## config.mk

```make
export PLATFORM = sky130hd
export DESIGN_NAME = bird_anim
export DESIGN_NICKNAME = d
export VERILOG_FILES = /design/src/rtl/flappy_pkg.sv /design/src/rtl/best_score_reg.sv /design/src/rtl/bird_anim.sv
export SDC_FILE = /design/constraint.sdc
export NUM_CORES = 1
export LEC_CHECK = 0
export CORE_ASPECT_RATIO = 0.7
export CORE_MARGIN = 2
export CORE_UTILIZATION = 48
export CTS_CLUSTER_DIAMETER = 100
export CTS_CLUSTER_SIZE = 40
export DETAILED_ROUTE_END_ITERATION = 8
export HOLD_SLACK_MARGIN = 0.08
export MAX_ROUTING_LAYER = met4
export PLACE_DENSITY_LB_ADDON = 0.25
export SLEW_MARGIN = 20
export SYNTH_ARGS = -nofsm -noshare
export SYNTH_HDL_FRONTEND = slang
export SYNTH_SLANG_ARGS = --single-unit
```

## constraint.sdc

```tcl
create_clock -name clk_100ms -period 3 [get_ports clk_100ms]
set_input_delay 0.45 -clock clk_100ms [delete_from_list [all_inputs] [get_ports clk_100ms]]
set_output_delay 0.45 -clock clk_100ms [all_outputs]
set_load 0.01 [all_outputs]
```

## src/rtl/flappy_pkg.sv

```systemverilog
// Shared types and constants for the flappy game blocks.
// Holds the sequencer state enum, default timing constants, tilt encodings,
// field layouts of the pipe1 / bird_y buses and small frame/tilt helpers.
package flappy_pkg;

  localparam int unsigned FALL_DIV_DEF    = 3;
  localparam int unsigned DYING_TICKS_DEF = 8;
  localparam int unsigned STALL_TICKS_DEF = 2;

  localparam int unsigned SCORE_W = 16;
  localparam int unsigned PIPE_W  = 10;
  localparam int unsigned FALL_W  = 3;

  typedef enum logic [1:0] {
    ST_IDLE  = 2'd0,
    ST_PLAY  = 2'd1,
    ST_DYING = 2'd2,
    ST_OVER  = 2'd3
  } state_e;

  // Tilt encodings, nose up through nose down.
  localparam logic [1:0] TILT_UP     = 2'd0;
  localparam logic [1:0] TILT_SLIGHT = 2'd1;
  localparam logic [1:0] TILT_DOWN   = 2'd2;
  localparam logic [1:0] TILT_DIVE   = 2'd3;

  // pipe1 layout: gap at 27:20, x at 19:10, y at 9:0.
  typedef struct packed {
    logic [3:0]        rsvd;
    logic [7:0]        gap;
    logic [PIPE_W-1:0] x;
    logic [PIPE_W-1:0] y;
  } pipe_t;

  // bird_y layout: bit 15 rising flag, 14:0 vertical position.
  typedef struct packed {
    logic        rising;
    logic [14:0] y;
  } bird_y_t;

  // Wing frame index plus direction of travel through 0,1,2,1,0...
  typedef struct packed {
    logic       up;
    logic [1:0] idx;
  } frame_t;

  localparam frame_t FRAME_RST = '{up: 1'b1, idx: 2'd0};

  // Next wing frame in the ping-pong sequence.
  function automatic frame_t frame_next(input frame_t cur);
    frame_t nxt;
    nxt = cur;
    case (cur.idx)
      2'd0: begin
        nxt.idx = 2'd1;
        nxt.up  = 1'b1;
      end
      2'd1: nxt.idx = cur.up ? 2'd2 : 2'd0;
      default: begin
        nxt.idx = 2'd1;
        nxt.up  = 1'b0;
      end
    endcase
    return nxt;
  endfunction

  // Tilt while falling, from the number of ticks already spent falling.
  function automatic logic [1:0] tilt_from_fall(input logic [FALL_W-1:0] fall_cnt);
    logic [1:0] t;
    if (fall_cnt <= FALL_W'(1)) begin
      t = TILT_SLIGHT;
    end else if (fall_cnt <= FALL_W'(4)) begin
      t = TILT_DOWN;
    end else begin
      t = TILT_DIVE;
    end
    return t;
  endfunction

  // Control status codes 0 and 3 mean a round is in progress.
  function automatic logic round_running(input logic [1:0] status);
    return (status == 2'd0) || (status == 2'd3);
  endfunction

endpackage

```

## src/rtl/best_score_reg.sv

```systemverilog
// Persistent best-score register with new-record flag.
// Ports: clk_100ms tick clock; rst sync active-low (clears new_best only);
// clr_best clears both outputs and beats everything else; capture pulses on
// the edge a round is lost, comparing score against the stored best.
module best_score_reg
  import flappy_pkg::*;
(
  input  logic               clk_100ms,
  input  logic               rst,
  input  logic               clr_best,
  input  logic               capture,
  input  logic [SCORE_W-1:0] score,
  output logic [SCORE_W-1:0] best_score,
  output logic               new_best
);

  // Power-up value; rst intentionally leaves the best score alone.
  logic [SCORE_W-1:0] best_q = '0;
  logic [SCORE_W-1:0] best_d;
  logic               new_best_q;
  logic               new_best_d;

  // Clear beats reset, reset beats capture; equal score is not a record.
  always_comb begin
    best_d     = best_q;
    new_best_d = new_best_q;
    if (clr_best) begin
      best_d     = '0;
      new_best_d = 1'b0;
    end else if (!rst) begin
      new_best_d = 1'b0;
    end else if (capture) begin
      if (score > best_q) begin
        best_d     = score;
        new_best_d = 1'b1;
      end else begin
        new_best_d = 1'b0;
      end
    end
  end

  always_ff @(posedge clk_100ms) begin
    best_q     <= best_d;
    new_best_q <= new_best_d;
  end

  assign best_score = best_q;
  assign new_best   = new_best_q;

endmodule

```

## src/rtl/bird_anim.sv

```systemverilog
// Bird animation and end-of-round sequencer on the 100 ms game tick.
// Ports: clk_100ms, rst (sync active-low), clr_best; inputs status, bird_y,
// pipe1, score from the control block; registered outputs frame, tilt, dead,
// flash, best_score, new_best for the renderer.
module bird_anim
  import flappy_pkg::*;
#(
  parameter int unsigned FALL_DIV    = FALL_DIV_DEF,
  parameter int unsigned DYING_TICKS = DYING_TICKS_DEF,
  parameter int unsigned STALL_TICKS = STALL_TICKS_DEF
) (
  input  logic               clk_100ms,
  input  logic               rst,
  input  logic               clr_best,
  input  logic [1:0]         status,
  input  logic [15:0]        bird_y,
  input  logic [31:0]        pipe1,
  input  logic [SCORE_W-1:0] score,
  output logic [1:0]         frame,
  output logic [1:0]         tilt,
  output logic               dead,
  output logic               flash,
  output logic [SCORE_W-1:0] best_score,
  output logic               new_best
);

  localparam int unsigned DIV_W   = (FALL_DIV > 1) ? $clog2(FALL_DIV) : 1;
  localparam int unsigned STALL_W = $clog2(STALL_TICKS + 1);
  localparam int unsigned DYING_W = (DYING_TICKS > 1) ? $clog2(DYING_TICKS) : 1;

  pipe_t   pipe_s;
  bird_y_t bird_s;
  logic [PIPE_W-1:0] pipe_x;

  assign pipe_s = pipe_t'(pipe1);
  assign bird_s = bird_y_t'(bird_y);
  assign pipe_x = pipe_s.x;

  // Bus fields this block does not consume.
  logic unused_bits_c;
  assign unused_bits_c = ^{bird_s.y, pipe_s.rsvd, pipe_s.gap, pipe_s.y};

  state_e              state_q, state_d;
  frame_t              frame_q, frame_d;
  logic [1:0]          tilt_q, tilt_d;
  logic                dead_q, dead_d;
  logic                flash_q, flash_d;
  logic [FALL_W-1:0]   fall_cnt_q, fall_cnt_d;
  logic [DIV_W-1:0]    div_cnt_q, div_cnt_d;
  logic [STALL_W-1:0]  stall_cnt_q, stall_cnt_d;
  logic [DYING_W-1:0]  dying_cnt_q, dying_cnt_d;
  logic [PIPE_W-1:0]   prev_x_q, prev_x_d;
  logic                dying_entry_c;

  // State register and animation flops.
  always_ff @(posedge clk_100ms) begin
    if (!rst) begin
      state_q     <= ST_IDLE;
      frame_q     <= FRAME_RST;
      tilt_q      <= TILT_UP;
      dead_q      <= 1'b0;
      flash_q     <= 1'b0;
      fall_cnt_q  <= '0;
      div_cnt_q   <= '0;
      stall_cnt_q <= '0;
      dying_cnt_q <= '0;
      prev_x_q    <= pipe_x;
    end else begin
      state_q     <= state_d;
      frame_q     <= frame_d;
      tilt_q      <= tilt_d;
      dead_q      <= dead_d;
      flash_q     <= flash_d;
      fall_cnt_q  <= fall_cnt_d;
      div_cnt_q   <= div_cnt_d;
      stall_cnt_q <= stall_cnt_d;
      dying_cnt_q <= dying_cnt_d;
      prev_x_q    <= prev_x_d;
    end
  end

  // Next-state and output logic.
  always_comb begin
    state_d       = state_q;
    frame_d       = frame_q;
    tilt_d        = tilt_q;
    dead_d        = dead_q;
    flash_d       = flash_q;
    fall_cnt_d    = fall_cnt_q;
    div_cnt_d     = div_cnt_q;
    stall_cnt_d   = stall_cnt_q;
    dying_cnt_d   = dying_cnt_q;
    prev_x_d      = pipe_x;
    dying_entry_c = 1'b0;

    case (state_q)
      ST_IDLE: begin
        frame_d     = FRAME_RST;
        tilt_d      = TILT_UP;
        dead_d      = 1'b0;
        flash_d     = 1'b0;
        fall_cnt_d  = '0;
        div_cnt_d   = '0;
        stall_cnt_d = '0;
        dying_cnt_d = '0;
        if (round_running(status)) begin
          state_d = ST_PLAY;
        end
      end

      ST_PLAY: begin
        if (bird_s.rising) begin
          frame_d    = frame_next(frame_q);
          fall_cnt_d = '0;
          div_cnt_d  = '0;
          tilt_d     = TILT_UP;
        end else begin
          // Tilt follows the fall count sampled before this tick's increment.
          tilt_d     = tilt_from_fall(fall_cnt_q);
          fall_cnt_d = (fall_cnt_q == '1) ? fall_cnt_q : fall_cnt_q + FALL_W'(1);
          if (div_cnt_q >= DIV_W'(FALL_DIV - 1)) begin
            div_cnt_d = '0;
            frame_d   = frame_next(frame_q);
          end else begin
            div_cnt_d = div_cnt_q + DIV_W'(1);
          end
        end

        // A pipe that stops scrolling means the bird hit something.
        if (pipe_x == prev_x_q) begin
          stall_cnt_d = stall_cnt_q + STALL_W'(1);
        end else begin
          stall_cnt_d = '0;
        end

        if (stall_cnt_d == STALL_W'(STALL_TICKS)) begin
          state_d       = ST_DYING;
          dying_entry_c = 1'b1;
          dead_d        = 1'b1;
          tilt_d        = TILT_DIVE;
          frame_d       = frame_q;
          flash_d       = 1'b1;
          dying_cnt_d   = '0;
          stall_cnt_d   = '0;
        end
      end

      ST_DYING: begin
        if (dying_cnt_q == DYING_W'(DYING_TICKS - 1)) begin
          state_d = ST_OVER;
          flash_d = 1'b0;
        end else begin
          flash_d     = ~flash_q;
          dying_cnt_d = dying_cnt_q + DYING_W'(1);
        end
      end

      ST_OVER: begin
        flash_d = 1'b0;
      end

      default: state_d = ST_IDLE;
    endcase
  end

  best_score_reg u_best_score_reg (
    .clk_100ms  (clk_100ms),
    .rst        (rst),
    .clr_best   (clr_best),
    .capture    (dying_entry_c),
    .score      (score),
    .best_score (best_score),
    .new_best   (new_best)
  );

  assign frame = frame_q.idx;
  assign tilt  = tilt_q;
  assign dead  = dead_q;
  assign flash = flash_q;

endmodule

```

==> Yosys cells after proc, flatten, opt, wreduce, memory -nomap -nowiden <==
Index checks and enable logic that the tools add are counted.
{ "word_totals": {"ff_bits": 46, "in_bits": 69, "out_inout_bits": 23, "elab_cells": 89} }
{ "op_classes": {"n_addsub": 4, "n_lt_le_gt_ge": 4, "eq_ne": 16, "muxes": 36, "bitwise_logic": 2, "reduce_logical": 14} }
{ "op_table": {"columns": ["operator", "n"], "rows": [
  ["$mux 2", 13],
  ["$mux 3", 7],
  ["$gt 16x16->1", 1],
  ["$pmux 2 s2", 3],
  ["$pmux 3 s2", 2],
  ["$eq 10x10->1", 1],
  ["$ne 2x2->1 const B", 5],
  ["$pmux 3 s3", 1],
  ["$reduce_and 3->1", 3],
  ["$eq 2x2->1 const B", 4],
  ["$add 3x1->3 const B", 2],
  ["$eq 3x3->1 const B", 2],
  ["$logic_not 2->1", 3],
  ["$mux 1", 6],
  ["$ne 3x3->1 const B", 2],
  ["$pmux 2 s3", 1],
  ["$add 2x1->2 const B", 2],
  ["$eq 2x1->1 const B", 2],
  ["$pmux 1 s2", 2],
  ["$reduce_and 2->1", 2],
  ["$reduce_and 4->1", 1],
  ["$reduce_or 2->1", 2],
  ["$le 3x1->1 const B", 1],
  ["$le 3x3->1 const B", 1],
  ["other kinds (6)", 7]
]} }

==> Depth between registers and ports, before layout <==
Gate-level depths: netlist (run 1).
{ "depth": {"depth_word": 7, "mapped_depth": 9, "ltp_nobuf": 7} }

==> By module <==
Synthesis (run 1) repeated with hierarchy kept, for this count alone.
{ "hier_totals": {"cells_unflattened": 281, "hier_area_um2": 2580.0} }
{ "modules_own_cells": {"columns": ["module", "instances", "cells_per_inst", "area_each_um2", "seq_area_each_um2"], "rows": [
  ["bird_anim", 1, 149, 1465.2, 580.6],
  ["best_score_reg", 1, 132, 1114.8, 340.3]
]} }

==> Least setup slack after synthesis (run 1) <==
OpenSTA, ideal clock, no wires.
{ "synth_timing": {"path_kind": "input to register", "startpoint": "in score[14]", "endpoint": "reg u_best_score_reg.best_q[10], in the netlist u_best_score_reg.best_score[10]", "setup_time_ps": 72, "t_arrival_ps": 2022, "required_ps": 2928, "setup_slack_ps": 906, "path_stages": 7, "cell_sequence": "ha_1 > nand4_1 > a2111oi_1 > o31a_1 > buf_6 > buf_6 > mux2i_1"} }
{ "synth_between": {"elab_chain_cells": 2} }
{ "synth_rtl": {"columns": ["element", "line_no", "source"], "rows": [
  ["start, declared", "bird_anim.sv:18", "input logic [SCORE_W-1:0] score,"],
  ["$gt 16x16->1", "best_score_reg.sv:33", "if (score > best_q) begin"],
  ["$reduce_and 3->1 (no source line)", null, null],
  ["end signal, assigned", "best_score_reg.sv:43", "best_q <= best_d;"],
  ["end, declared", "best_score_reg.sv:18", "logic [SCORE_W-1:0] best_q = '0;"]
]} }
No other way between the ends.
A chain may end at the register's enable or synchronous reset.

==> Worst setup path after layout (run 1) <==
Ends and elaborated chain as after synthesis.

==> results of run 1 <==
## cell usage after synthesis, types with 3 or more instances
| library cell | n | share of area (%) |
|---|---|---|
| nand3_1 | 3 | 0.59 |
| dfxtp_1 | 46 | 36 |
| mux2i_1 | 17 | 6.7 |
| a21oi_1 | 12 | 2.4 |
| nand2b_1 | 37 | 9.1 |
| nor4_1 | 4 | 0.98 |
| o21ai_0 | 4 | 0.79 |
| nor2_1 | 15 | 2.2 |
| clkbuf_1 | 6 | 0.88 |
| xnor2_1 | 9 | 3.1 |
| nand4_1 | 6 | 1.5 |
| ha_1 | 27 | 13 |
| nand2_1 | 10 | 1.5 |
| nor2b_1 | 3 | 0.74 |
| inv_1 | 25 | 3.7 |
| nand3b_1 | 3 | 0.88 |
## power by group through the flow
| stage | clock network, mW | logic [mW] | registers [mW] |
|---|---|---|---|
| 6_report | 0.466 | 0.487 | 0.694 |
| 5_1_grt | 0.507 | 0.546 | 0.700 |
| 4_1_cts | 0.478 | 0.491 | 0.693 |
| 3_5_place_dp | 0 | 0.485 | 0.707 |
| 3_3_place_gp | 0 | 0.477 | 0.705 |
| 2_1_floorplan | 0 | 0.351 | 0.701 |
## worst max-delay path: cells and delay by family
kind	cells	cell delay [ps]
AOI/OAI and AO/OA	2	820
buffers and inverters	2	670
adders and majority gates	1	350
and+or+nand+nor	1	220
muxes	1	200
## cell families after synthesis
logic type               Yosys count  share of synthesized area, %
AO/OA/AOI/OAI                     44                          13.2
XOR/XNOR                          11                          4.07
adder cells (fa/ha/maj)           27                          13.2
buffers and inverters             35                          6.04
flip-flops                        46                          36.1
multiplexers                      17                          6.67
AND/OR/NAND/NOR                   90                          20.7
## worst max path at each step
| stage | from | endpoint | cells after the start |
|---|---|---|---|
| 4_1_cts | score[14] | u_best_score_reg.best_score[10] | 7 |
| 5_1_grt | score[14] | u_best_score_reg.best_score[10] | 7 |
| 2_1_floorplan | score[14] | u_best_score_reg.best_score[10] | 7 |
| 3_5_place_dp | score[14] | u_best_score_reg.best_score[7] | 7 |
| 3_3_place_gp | score[14] | u_best_score_reg.best_score[11] | 7 |
| 6_report | score[14] | u_best_score_reg.best_score[10] | 7 |
## routing by layer
metal,wire length (um),track usage [%],up-vias
met5,0,-,-
met4,38,4.55,0
met3,201,4.42,5
met2,2160,28.1,35
met1,2510,23.6,903
li1,-,-,1043
## cell type report
cell class	instances	area share, %
timing repair buffer	57	17.3
clock inverter	3	1.38
tap	72	2.77
clock buffer	5	2.11
multi-input combinational	189	45.3
sequential	46	28.3
inverter	25	2.88
## per-stage QoR
step,setup slack [ps],instance area (um^2),power [mW]
5_1_grt,344,3260,1.75
3_5_place_dp,246,3140,1.19
4_1_cts,525,3260,1.66
2_1_floorplan,906,2550,1.05
6_report,524,3260,1.65
3_3_place_gp,297,3140,1.18
==> impl_metrics.ini, run 1 <==
[outcome]
outcome = completed

[worst_setup_path]
r2r_setup_slack_ps = 720
critical_path_class = in2reg
critPathMaxStageDelay_ps = 570
timing.rr.end = u_best_score_reg.best_score[10]
start_kind = primary input
path_cells = clkdlybuf4s50_1 > ha_1 > nand4_1 > a2111oi_1 > o31a_1 > buf_4 > mux2i_1
r2r_start = u_best_score_reg.best_score[14]
cp.required_ps = 3230
crit_path_end_kind = register
rr_worst_depth = 7
cpMaxStageDelayCell = a2111oi_1
arrival_ps = 2710
critical_path.max_fanout = 10

[synth]
ys_warn_count = 0
ys_dominant_reg_cell = dfxtp_1
synth_edf_count = 0
async_reset_ff_share_pct = 0
ys_ff_latch = 46
syn_nets = 366
synth.distinct_cells = 48
netlist_instances = 270
avgSynthCellArea_um2 = 9.44
synth_area_um2 = 2550
seq_area_frac_synth_pct = 36.1

[place]
io_buffers = 54
routabilityCongestion = 0.738
dp_hpwl_um = 3710
place_inst = 389

[floorplanning]
rows = 22
fp.dieW_um = 91.1
die_area_um2 = 5920
start_util_pct = 49.3
dieHeight_um = 65.0
ios = 92
fp.coreArea_um2 = 5170

[final_layout]
layout_common_cells = clkdlybuf4s50_1 (54), dfxtp_1 (46), nand2b_1 (37), ha_1 (27), inv_1 (25)
syn_to_final_growth_pct = 27.7
final_common_cell = clkdlybuf4s50_1
largest_reg_flops = 16
multi_input_area_um2 = 1480
final_nets = 420
drive_gt1_share_pct = 5.54
diodes = 0
num-fill-cells = 466
final_core_util_pct = 62.9
register_area_um2 = 921
finalNonFillerCells = 397

[hold_path]
hold_class = reg2reg
whs_path_depth = 1
hp-start = stall_cnt_q[1]
hold_end = stall_cnt_q[1]

[power_and_ir_drop]
internal_power_mw = 1.13
power.density_nw_per_um2 = 506
ir_drop_v = 0.000287
p_sw_uw = 516
leakagePower_nw = 1.21
pwr-share-seq_pct = 42.1
clockPowerShare_pct = 28.3
combPwrFrac_pct = 29.6
p_sw_share_pct = 31.3

[route]
wl_per_cell_um = 12.4
antenna_left = 0
vias_per_cell = 5.00
remaining_drc_errors = 0
via_count = 1986
drt-initial-drc-count = 59
drt-total-wl_um = 4910
firstDrtPassIters = 4

[clock_tree]
cts_made_buffers = 5
htreeDepth = 2
cts_tree = yes
hold_buffers = 0
cts_setup_buffers = 0
clock_sinks = 46
clock_tree.buffer_depth = 2
clk_pin_slew_worst_paths_ps = 90
cts_root_buffer = clkbuf_8
ctsResizeCount = 0
insertion_delay_ps = 300

[timing]
skew_ps = 6.82
period_minus_slack_ps = 2480
max_slew_margin_pct = 48.8
hold_viol = 0
worst_pin_slew_ps = 765
fmax_mhz = 404
rsz0062_at_grt = no
whs_ps = 471
slew_viol_final = 0
period_share_pct = 82.5
finalSetupViolations = 0
tns_ps = 0

[grt]
grt-ovfl-total = 0
grt_pass1_vias = 1884
antenna_found_initial = 0
grt_pass1_wl_um = 8340
grt_max_degree = 34
grt_usage_pct = 18.0

[job]
drv_cap = 0
Power figures use the tool's default switching activity.
==> inputs of run 2 (changes only) <==
--- a/config.mk
+++ b/config.mk
@@ -7,7 +7,7 @@
 export LEC_CHECK = 0
 export CORE_ASPECT_RATIO = 0.7
 export CORE_MARGIN = 2
-export CORE_UTILIZATION = 48
+export CORE_UTILIZATION = 41
 export CTS_CLUSTER_DIAMETER = 100
 export CTS_CLUSTER_SIZE = 40
 export DETAILED_ROUTE_END_ITERATION = 8
==> constraint.sdc (replaced) <==
create_clock -name clk_100ms -period 2.1 [get_ports clk_100ms]
set_input_delay 0.315 -clock clk_100ms [delete_from_list [all_inputs] [get_ports clk_100ms]]
set_output_delay 0.315 -clock clk_100ms [all_outputs]
set_load 0.01 [all_outputs]
==> run 2 against run 1 <==
Net effect:
- first-iteration DRC count grew 59%
- clock skew is 0.84 ps lower
- worst setup slack worse by 500 ps
- die area up 16%
- sequential share of layout area shrank 2.9 points
- critical path depth rose by 1
- wire length increased by 17%
- critical path type unchanged
- critical endpoint is now u_best_score_reg.best_score[2]
- largest cell class unchanged
==> impl_metrics.ini, run 2 (same netlist as run 1, synthesis figures left out) <==
[worst_setup_path]
timing.rr.end = u_best_score_reg.best_score[2]
crit_path_end_kind = register
critical_path.max_fanout = 4
endpoint = u_best_score_reg.best_score[2]
cp.required_ps = 2340
worstSetupStartpoint = score[5]
critical_path_class = in2reg
r2r_start = u_best_score_reg.best_score[13]
arrival_ps = 2320
start_kind = primary input
r2r_setup_slack_ps = 30
rr_worst_depth = 9

[power_and_ir_drop]
ir_drop_v = 0.000395
internal_power_mw = 1.58
combPwrFrac_pct = 34.1
p_sw_uw = 794
p_sw_share_pct = 33.4
clockPowerShare_pct = 24.3
leakagePower_nw = 1.48
power.density_nw_per_um2 = 647
pwr-share-seq_pct = 41.6

[clock_tree]
clock_tree.buffer_depth = 2
insertion_delay_ps = 310
cts_tree = yes
hold_buffers = 0
clock_sinks = 46
cts_root_buffer = clkbuf_8
cts_made_buffers = 5
htreeDepth = 2
clk_pin_slew_worst_paths_ps = 90

[timing]
tns_ps = 0
finalSetupViolations = 0
worst_pin_slew_ps = 402
skew_ps = 5.98
period_share_pct = 98.9
rsz0062_at_grt = yes
period_minus_slack_ps = 2080
slew_viol_final = 0
fmax_mhz = 482
hold_viol = 0
max_slew_margin_pct = 72.9

[route]
top_layer_used = met4
antenna_left = 0
wl_met2_um = 2520
vias_per_cell = 4.89
remaining_drc_errors = 0
drt-total-wl_um = 5730
drt-initial-drc-count = 94
via_count = 2124
met3WireLength_um = 232
wl_per_cell_um = 13.2
routedLengthMet1_um = 2920
firstDrtPassIters = 4

[grt]
grt_usage_pct = 16.3
grt_max_degree = 34
grt-ovfl-total = 0
antenna_found_initial = 0
grt_pass1_wl_um = 8960
grt_pass1_vias = 1987

[job]
drv_cap = 0

[floorplanning]
ios = 92
start_util_pct = 43.4
fp.coreArea_um2 = 5870
fp.dieW_um = 98.3
dieHeight_um = 70.0
die_area_um2 = 6880
rows = 23

[final_layout]
syn_to_final_growth_pct = 44.0
drive_gt1_share_pct = 20.9
final_core_util_pct = 62.5
register_area_um2 = 932
largest_reg_flops = 16
layout_common_cells = clkdlybuf4s50_1 (44), nand2b_1 (37), dfxtp_1 (37), buf_4 (34), inv_1 (23)
diodes = 0
finalNonFillerCells = 434
num-fill-cells = 483
final_nets = 454
final_common_cell = clkdlybuf4s50_1
multi_input_area_um2 = 1600

[place]
dp_hpwl_um = 4100
place_inst = 416
io_buffers = 54
routabilityCongestion = 0.794

[hold_path]
hold_class = in2reg

[outcome]
outcome = completed
run 2: changes by cell type in the layout (fill, tap and decap cells not counted), moves of 3 or more:
cell / previous run / this run
buf_4: 3 / 34
buf_6: 0 / 3
clkdlybuf4s50_1: 54 / 44
dfxtp_1: 46 / 37
dfxtp_2: 0 / 9
dlymetal6s2s_1: 0 / 10
ha_1: 27 / 20
ha_4: 0 / 7
run 2: per-layer routing:
metal	GRT usage [%]	vias to the layer above
met5	-	-
met4	5.02	0
met3	4.10	5
met2	24.6	33
met1	21.6	975
li1	-	1111
run 2: worst min path at each step:
stage / startpoint / to / slack (ps) / cells past startpoint
2_1_floorplan: pipe1[10] / prev_x_q[0] / 340 / 0
3_3_place_gp: stall_cnt_q[1] / stall_cnt_q[1] / 460 / 1
3_5_place_dp: stall_cnt_q[1] / stall_cnt_q[1] / 470 / 1
4_1_cts: pipe1[15] / prev_x_q[5] / 480 / 1
5_1_grt: score[0] / u_best_score_reg.best_score[0] / 320 / 3
6_report: score[0] / u_best_score_reg.best_score[0] / 300 / 3
run 2: timing repair:
action                                  in CTS  in global routing
gates cloned                                 0                  0
resized for setup                            2                 35
pin swaps                                    1                 15
endpoints found under the setup margin      17                 16
setup buffers                                1                  9
run 2: final cells by class:
class / count / area share [%]
Clock inverter: 3 / 0.682
Multi-Input combinational cell: 189 / 43.7
Sequential cell: 46 / 25.4
Tap cell: 75 / 2.56
Inverter: 25 / 2.56
Timing Repair Buffer: 91 / 23.3
Clock buffer: 5 / 1.87
run 2: worst max-delay path: stages:
cell and delay, ps:
clkdlybuf4s50_1 440, ha_1 340, nand4_1 160, o41ai_1 110, nor4_2 300, o31a_1 270
buf_4 190, mux2i_1 180
run 2: power by group through the flow:
stage / Sequential [mW] / Combinational [mW] / Clock, mW
2_1_floorplan: 1.00 / 0.501 / 0
3_3_place_gp: 1.00 / 0.773 / 0
3_5_place_dp: 1.01 / 0.785 / 0
4_1_cts: 0.987 / 0.793 / 0.600
5_1_grt: 0.995 / 0.890 / 0.633
6_report: 0.987 / 0.810 / 0.578
run 2: stage by stage:
stage	instance area, um^2	total power, mW	hold WS, ps	setup slack (ps)
after floorplan	2550	1.50	343	24.8
after global placement	3330	1.78	463	-344
after detailed placement	3330	1.79	469	-498
after CTS	3450	2.38	482	13.3
after global routing	3670	2.52	324	-73.0
final	3670	2.37	305	23.8
